==> src/rtl/ltc2308_sampler.sv <==
// ltc2308_sampler: periodically runs one LTC2308 conversion frame over the
// 4-wire SPI ADC bus (CONVST, SCK, SDI, SDO) and holds the latest 12-bit
// result on a stable output, pulsing adc_valid for one clk when it updates.
module ltc2308_sampler #(
    parameter int CLK_DIV       = 2,     // clk cycles per SCK half-period (1..255)
    parameter int CONV_CYCLES   = 80,    // clk cycles CONVST is held high
    parameter int SAMPLE_PERIOD = 2500   // clk cycles between frame starts
) (
    input  logic        clk,
    input  logic        reset,        // synchronous, active-low
    input  logic [2:0]  channel,
    output logic        adc_convst,
    output logic        adc_sck,
    output logic        adc_sdi,
    input  logic        adc_sdo,
    output logic [11:0] adc_value,
    output logic        adc_valid,
    output logic        busy
);

    // Counter widths; a parameter of 1 still needs a 1-bit counter.
    localparam int DIV_W  = (CLK_DIV > 1)       ? $clog2(CLK_DIV)       : 1;
    localparam int CONV_W = (CONV_CYCLES > 1)   ? $clog2(CONV_CYCLES)   : 1;
    localparam int PER_W  = (SAMPLE_PERIOD > 1) ? $clog2(SAMPLE_PERIOD) : 1;

    localparam logic [DIV_W-1:0]  DIV_LAST  = DIV_W'(CLK_DIV - 1);
    localparam logic [CONV_W-1:0] CONV_LAST = CONV_W'(CONV_CYCLES - 1);
    localparam logic [PER_W-1:0]  PER_LAST  = PER_W'(SAMPLE_PERIOD - 1);
    localparam logic [3:0]        BIT_LAST  = 4'd11;

    typedef enum logic [1:0] {
        ST_IDLE,
        ST_CONV,
        ST_SHIFT,
        ST_DONE
    } state_t;

    state_t              state_q,    state_d;
    logic [PER_W-1:0]    per_cnt_q,  per_cnt_d;
    logic [CONV_W-1:0]   conv_cnt_q, conv_cnt_d;
    logic [DIV_W-1:0]    div_cnt_q,  div_cnt_d;
    logic [3:0]          bit_cnt_q,  bit_cnt_d;
    logic [5:0]          cfg_q,      cfg_d;      // config word, MSB shifted out first
    logic [11:0]         res_q,      res_d;      // result being assembled, MSB first
    logic                convst_q,   convst_d;
    logic                sck_q,      sck_d;
    logic                sdi_q,      sdi_d;
    logic [11:0]         value_q,    value_d;
    logic                valid_q,    valid_d;
    logic                busy_q,     busy_d;
    logic                frame_start;

    // State register; reset aborts any frame in progress without writing a result.
    always_ff @(posedge clk) begin
        if (!reset) begin
            state_q    <= ST_IDLE;
            per_cnt_q  <= '0;
            conv_cnt_q <= '0;
            div_cnt_q  <= '0;
            bit_cnt_q  <= '0;
            cfg_q      <= '0;
            res_q      <= '0;
            convst_q   <= 1'b0;
            sck_q      <= 1'b0;
            sdi_q      <= 1'b0;
            value_q    <= '0;
            valid_q    <= 1'b0;
            busy_q     <= 1'b0;
        end else begin
            state_q    <= state_d;
            per_cnt_q  <= per_cnt_d;
            conv_cnt_q <= conv_cnt_d;
            div_cnt_q  <= div_cnt_d;
            bit_cnt_q  <= bit_cnt_d;
            cfg_q      <= cfg_d;
            res_q      <= res_d;
            convst_q   <= convst_d;
            sck_q      <= sck_d;
            sdi_q      <= sdi_d;
            value_q    <= value_d;
            valid_q    <= valid_d;
            busy_q     <= busy_d;
        end
    end

    // Next-state logic: period counter, frame sequencing and the SPI bit engine.
    always_comb begin
        state_d    = state_q;
        conv_cnt_d = conv_cnt_q;
        div_cnt_d  = div_cnt_q;
        bit_cnt_d  = bit_cnt_q;
        cfg_d      = cfg_q;
        res_d      = res_q;
        convst_d   = convst_q;
        sck_d      = sck_q;
        sdi_d      = sdi_q;
        value_d    = value_q;
        valid_d    = 1'b0;

        // Free-running period counter; a start that lands mid-frame is simply lost.
        per_cnt_d   = (per_cnt_q == PER_LAST) ? '0 : per_cnt_q + PER_W'(1);
        frame_start = (state_q == ST_IDLE) && (per_cnt_q == '0);

        unique case (state_q)
            ST_IDLE: begin
                if (frame_start) begin
                    // S/D, O/S, S1, S0, UNI, SLP; channel bits are reordered for the mux.
                    cfg_d      = {1'b1, channel[0], channel[2], channel[1], 1'b1, 1'b0};
                    convst_d   = 1'b1;
                    conv_cnt_d = '0;
                    state_d    = ST_CONV;
                end
            end

            ST_CONV: begin
                if (conv_cnt_q == CONV_LAST) begin
                    // Conversion finished: drop CONVST and present the first config bit.
                    convst_d  = 1'b0;
                    sdi_d     = cfg_q[5];
                    cfg_d     = {cfg_q[4:0], 1'b0};
                    div_cnt_d = '0;
                    bit_cnt_d = '0;
                    sck_d     = 1'b0;
                    state_d   = ST_SHIFT;
                end else begin
                    conv_cnt_d = conv_cnt_q + CONV_W'(1);
                end
            end

            ST_SHIFT: begin
                if (div_cnt_q == DIV_LAST) begin
                    div_cnt_d = '0;
                    if (!sck_q) begin
                        // Rising SCK: the ADC has held this SDO bit since the last fall.
                        sck_d = 1'b1;
                        res_d = {res_q[10:0], adc_sdo};
                    end else begin
                        // Falling SCK: advance SDI; zeros follow once cfg is exhausted.
                        sck_d = 1'b0;
                        sdi_d = cfg_q[5];
                        cfg_d = {cfg_q[4:0], 1'b0};
                        if (bit_cnt_q == BIT_LAST) begin
                            state_d = ST_DONE;
                        end else begin
                            bit_cnt_d = bit_cnt_q + 4'd1;
                        end
                    end
                end else begin
                    div_cnt_d = div_cnt_q + DIV_W'(1);
                end
            end

            ST_DONE: begin
                value_d = res_q;
                valid_d = 1'b1;
                state_d = ST_IDLE;
            end

            default: begin
                state_d = ST_IDLE;
            end
        endcase

        // busy covers the whole frame and stays up through the adc_valid cycle.
        busy_d = (state_d != ST_IDLE) || (state_q == ST_DONE);
    end

    assign adc_convst = convst_q;
    assign adc_sck    = sck_q;
    assign adc_sdi    = sdi_q;
    assign adc_value  = value_q;
    assign adc_valid  = valid_q;
    assign busy       = busy_q;

endmodule
==> config.mk <==
export PLATFORM = sky130hd
export DESIGN_NAME = ltc2308_sampler
export DESIGN_NICKNAME = d
export VERILOG_FILES = /design/src/rtl/ltc2308_sampler.sv
export SDC_FILE = /design/constraint.sdc
export NUM_CORES = 1
export LEC_CHECK = 0
export ABC_CLOCK_PERIOD_IN_PS = 2400
export CORE_MARGIN = 2
export CORE_UTILIZATION = 56
export CTS_CLUSTER_SIZE = 40
export DETAILED_ROUTE_END_ITERATION = 8
export DONT_BUFFER_PORTS = 1
export GPL_ROUTABILITY_DRIVEN = 0
export PLACE_DENSITY_LB_ADDON = 0.2
export SETUP_SLACK_MARGIN = 0.5
export SLEW_MARGIN = 25
export SYNTH_ARGS = -nofsm -noshare
export SYNTH_HDL_FRONTEND = slang
export SYNTH_SLANG_ARGS = --single-unit
==> constraint.sdc <==
create_clock -name clk -period 2.4 [get_ports clk]
set_input_delay 0.24 -clock clk [delete_from_list [all_inputs] [get_ports clk]]
set_output_delay 0.24 -clock clk [all_outputs]
set_load 0.01 [all_outputs]
==> qor.yml <==
status: "completed"
synth_seq_area_share: 0.4311
core_sq_mm: 0.004755
synth_area_sq_mm: 0.002786
grt_max_degree: 28
drtIter0Drc: 107
nets: 336
relSlewSlack: 0.4998
antenna_found_initial: 0
cp_max_fo: 8
post-dp-hpwl_um: 3657
wl_met3_um: 203
synth_area_leaders: "dfxtp_1, mux2i_1, nand2_1"
io_pins: 23
clkTransAtPathRegs_ps: 70
rsz0062_at_grt: "yes"
ant_nets: 0
fin_worst_skew_ps: 11.24
ys_types: 46
dieHeight_um: 74.54
cts-buffers-inserted: 9
maxCapViolations: 0
finalSetupViolCount: 0
fin_crit_sh: 0.7729
grt-ovfl-total: 0
rows: 25
path_class: "reg -> reg"
endpoint_kind: "flip-flop"
yosysTopAreaCell: "dfxtp_1"
slew_viol_final: 0
wl_met1_um: 2592
cts_tree: "built"
post-place-ws_ps: 346.2
rr_endpoint: "cfg_q[1]"
synth_edf_count: 0
die_width_um: 74.54
crit_end: "cfg_q[1]"
setup_slack_ps: 545.1
place_inst: 376
synthesis.instances: 321
start_util: 0.5861
firstDrtPassIters: 4
fmaxAchievable_mhz: 539.1
cts.sinks: 60
whs_ps: 24.47
diodes: 0
synthArstFlopShare: 0
routed_wirelength_um: 5396
worstHoldPathType: "in -> reg"
required_ps: 2660
grt_pass1_wl_um: 9080
synth_area_per_cell_sq_um: 8.680
reg2reg_setup_slack_ps: 550
power_mw: 2.346
yosysWarnings: 0
synth_ff_type: "dfxtp_1"
wl_met2_um: 2536
vias_per_cell: 5.772
worstSkewPairLatency_ps: 340
arrival_ps: 2110
fin_tns_setup_ps: 0
fin_crit_ps: 1855
worstRegToRegCells: 7
htreeDepth: 3
fillers: 407
instances_no_fill: 394
clockBufferDepth: 2
power_density_mw_per_mm2: 748.8
numPortBuffers: 0
r2r-start: "state_q[0]"
startpoint: "state_q[0]"
vias: 2274
drive_gt1_frac: 0.1346
ys_ff_latch: 60
p_leak_nw: 1.067
grt_pass1_vias: 2064
area_delta_synth_final_pct: 12.44
maxUsedRoutingLayer: "met4"
drc: 0
cts_root_buffer: "clkbuf_8"
start_kind: "flip-flop"
worst_pin_slew_ps: 750.3
vdd_drop_max_v: 0.0004412
synth_nets: 335
wl_per_cell_um: 13.70
fp.dieArea_sq_mm: 0.005556
synth_top_area_share: 0.4311
track_usage: 0.2124
hold_depth: 1
hold_viol_final: 0
## through the flow
stage / cell area (sq um) / util
3_5_place_dp: 2838 / 0.5968
6_report: 3133 / 0.6589
2_1_floorplan: 2786 / -
3_3_place_gp: 2838 / 0.5968
5_1_grt: 3133 / 0.6589
4_1_cts: 3067 / 0.6450
## power breakdown
group / internal [mW] / switching [mW] / leakage, nW
Combinational: 0.129 / 0.160 / 0.478
Clock: 0.584 / 0.399 / 0.102
Sequential: 1.04 / 0.0379 / 0.486
## placed cells by master, fill, tap and decap left out, types with 3 or more instances in the layout
| cell | n |
|---|---|
| buf_4 | 7 |
| and3_1 | 3 |
| and2_1 | 3 |
| nor2_1 | 30 |
| nand2_1 | 34 |
| a21oi_1 | 23 |
| xnor2_1 | 4 |
| nand4_1 | 4 |
| ha_1 | 5 |
| or4_1 | 5 |
| inv_1 | 11 |
| o21ai_0 | 10 |
| dfxtp_1 | 58 |
| or3_1 | 5 |
| nor2b_1 | 3 |
| clkbuf_8 | 9 |
| or2_2 | 3 |
| o31ai_1 | 5 |
| a211oi_1 | 3 |
| o221ai_1 | 3 |
| mux2i_1 | 17 |
| nand3_1 | 25 |
| mux2_2 | 3 |
| o211ai_1 | 3 |
| xor2_1 | 5 |
| nand4b_1 | 3 |
## state kept, by name (all words and copies together), names as in the netlist
name	flops
div_cnt_q	1
adc_value	12
cfg_q	5
per_cnt_q	12
conv_cnt_q	7
adc_convst	1
adc_sck	1
adc_sdi	1
res_q	12
state_q	2
adc_valid	1
busy	1
bit_cnt_q	4
## cell usage after synthesis (all sizes together) (2+ instances only)
master,n
and3,3
inv,12
o31ai,5
or3,6
clkbuf,15
and4,2
dfxtp,60
o32ai,2
nor2b,3
o211ai,3
nand2,34
nor2,30
o21ai,12
buf,3
or2,3
ha,8
nand3,25
nor3b,2
nand4,4
mux2,3
or4,5
and2,3
xnor2,4
a211oi,4
nand4b,3
nor3,2
o31a,2
nor4,3
xor2,5
o221ai,3
a21oi,23
mux2i,17
## critical path, cell delays in order, from the launching register on
cell	delay [ps]
dfxtp_1	410
inv_1	110
ha_2	260
inv_2	130
a41oi_4	50
buf_4	180
or3_4	430
a211oi_2	210
## logic make-up (layout without fill, tap and decap cells)
group | after synthesis | count (layout) | share of synthesized area
AO/OA/AOI/OAI | 63 | 63 | 0.1473
XOR/XNOR | 9 | 9 | 0.02829
multiplexers | 20 | 20 | 0.07319
buffers and inverters | 30 | 36 | 0.04400
flip-flops | 60 | 60 | 0.4311
adder cells (fa/ha/maj) | 8 | 8 | 0.03592
AND/OR/NAND/NOR | 131 | 131 | 0.2402
## cell type report
cell class	count	area (sq um)	area share
Inverter	12	45.04	0.01438
Timing Repair Buffer	8	63.81	0.02037
Multi-Input combinational cell	231	1520	0.4852
Tap cell	67	83.83	0.02676
Clock buffer	10	127.6	0.04073
Clock inverter	6	88.84	0.02835
Sequential cell	60	1204	0.3842
## per-layer routing
metal | vias up | GRT usage
met4 | 0 | 0.1012
met1 | 1072 | 0.2802
li1 | 1158 | -
met5 | - | 0
met2 | 36 | 0.3284
met3 | 8 | 0.05014
## how the worst min path moves through the flow
stage,from,endpoint,slack [ps]
after global placement,reset,state_q[1],370
final,reset,busy,20
after detailed placement,reset,state_q[1],370
after CTS,reset,busy,10
after global routing,reset,busy,20
after floorplan,adc_sdo,res_q[0],390
## repair_timing
action                                  4_1_cts  5_1_grt
hold buffers                                  0        0
endpoints found under the setup margin        9       22
endpoints found under the hold margin         0        0
gates resized for setup                       4       13
pin swaps                                     0        3
buffers inserted                              0        2
Note: power is estimated with default switching activity, not from simulation.
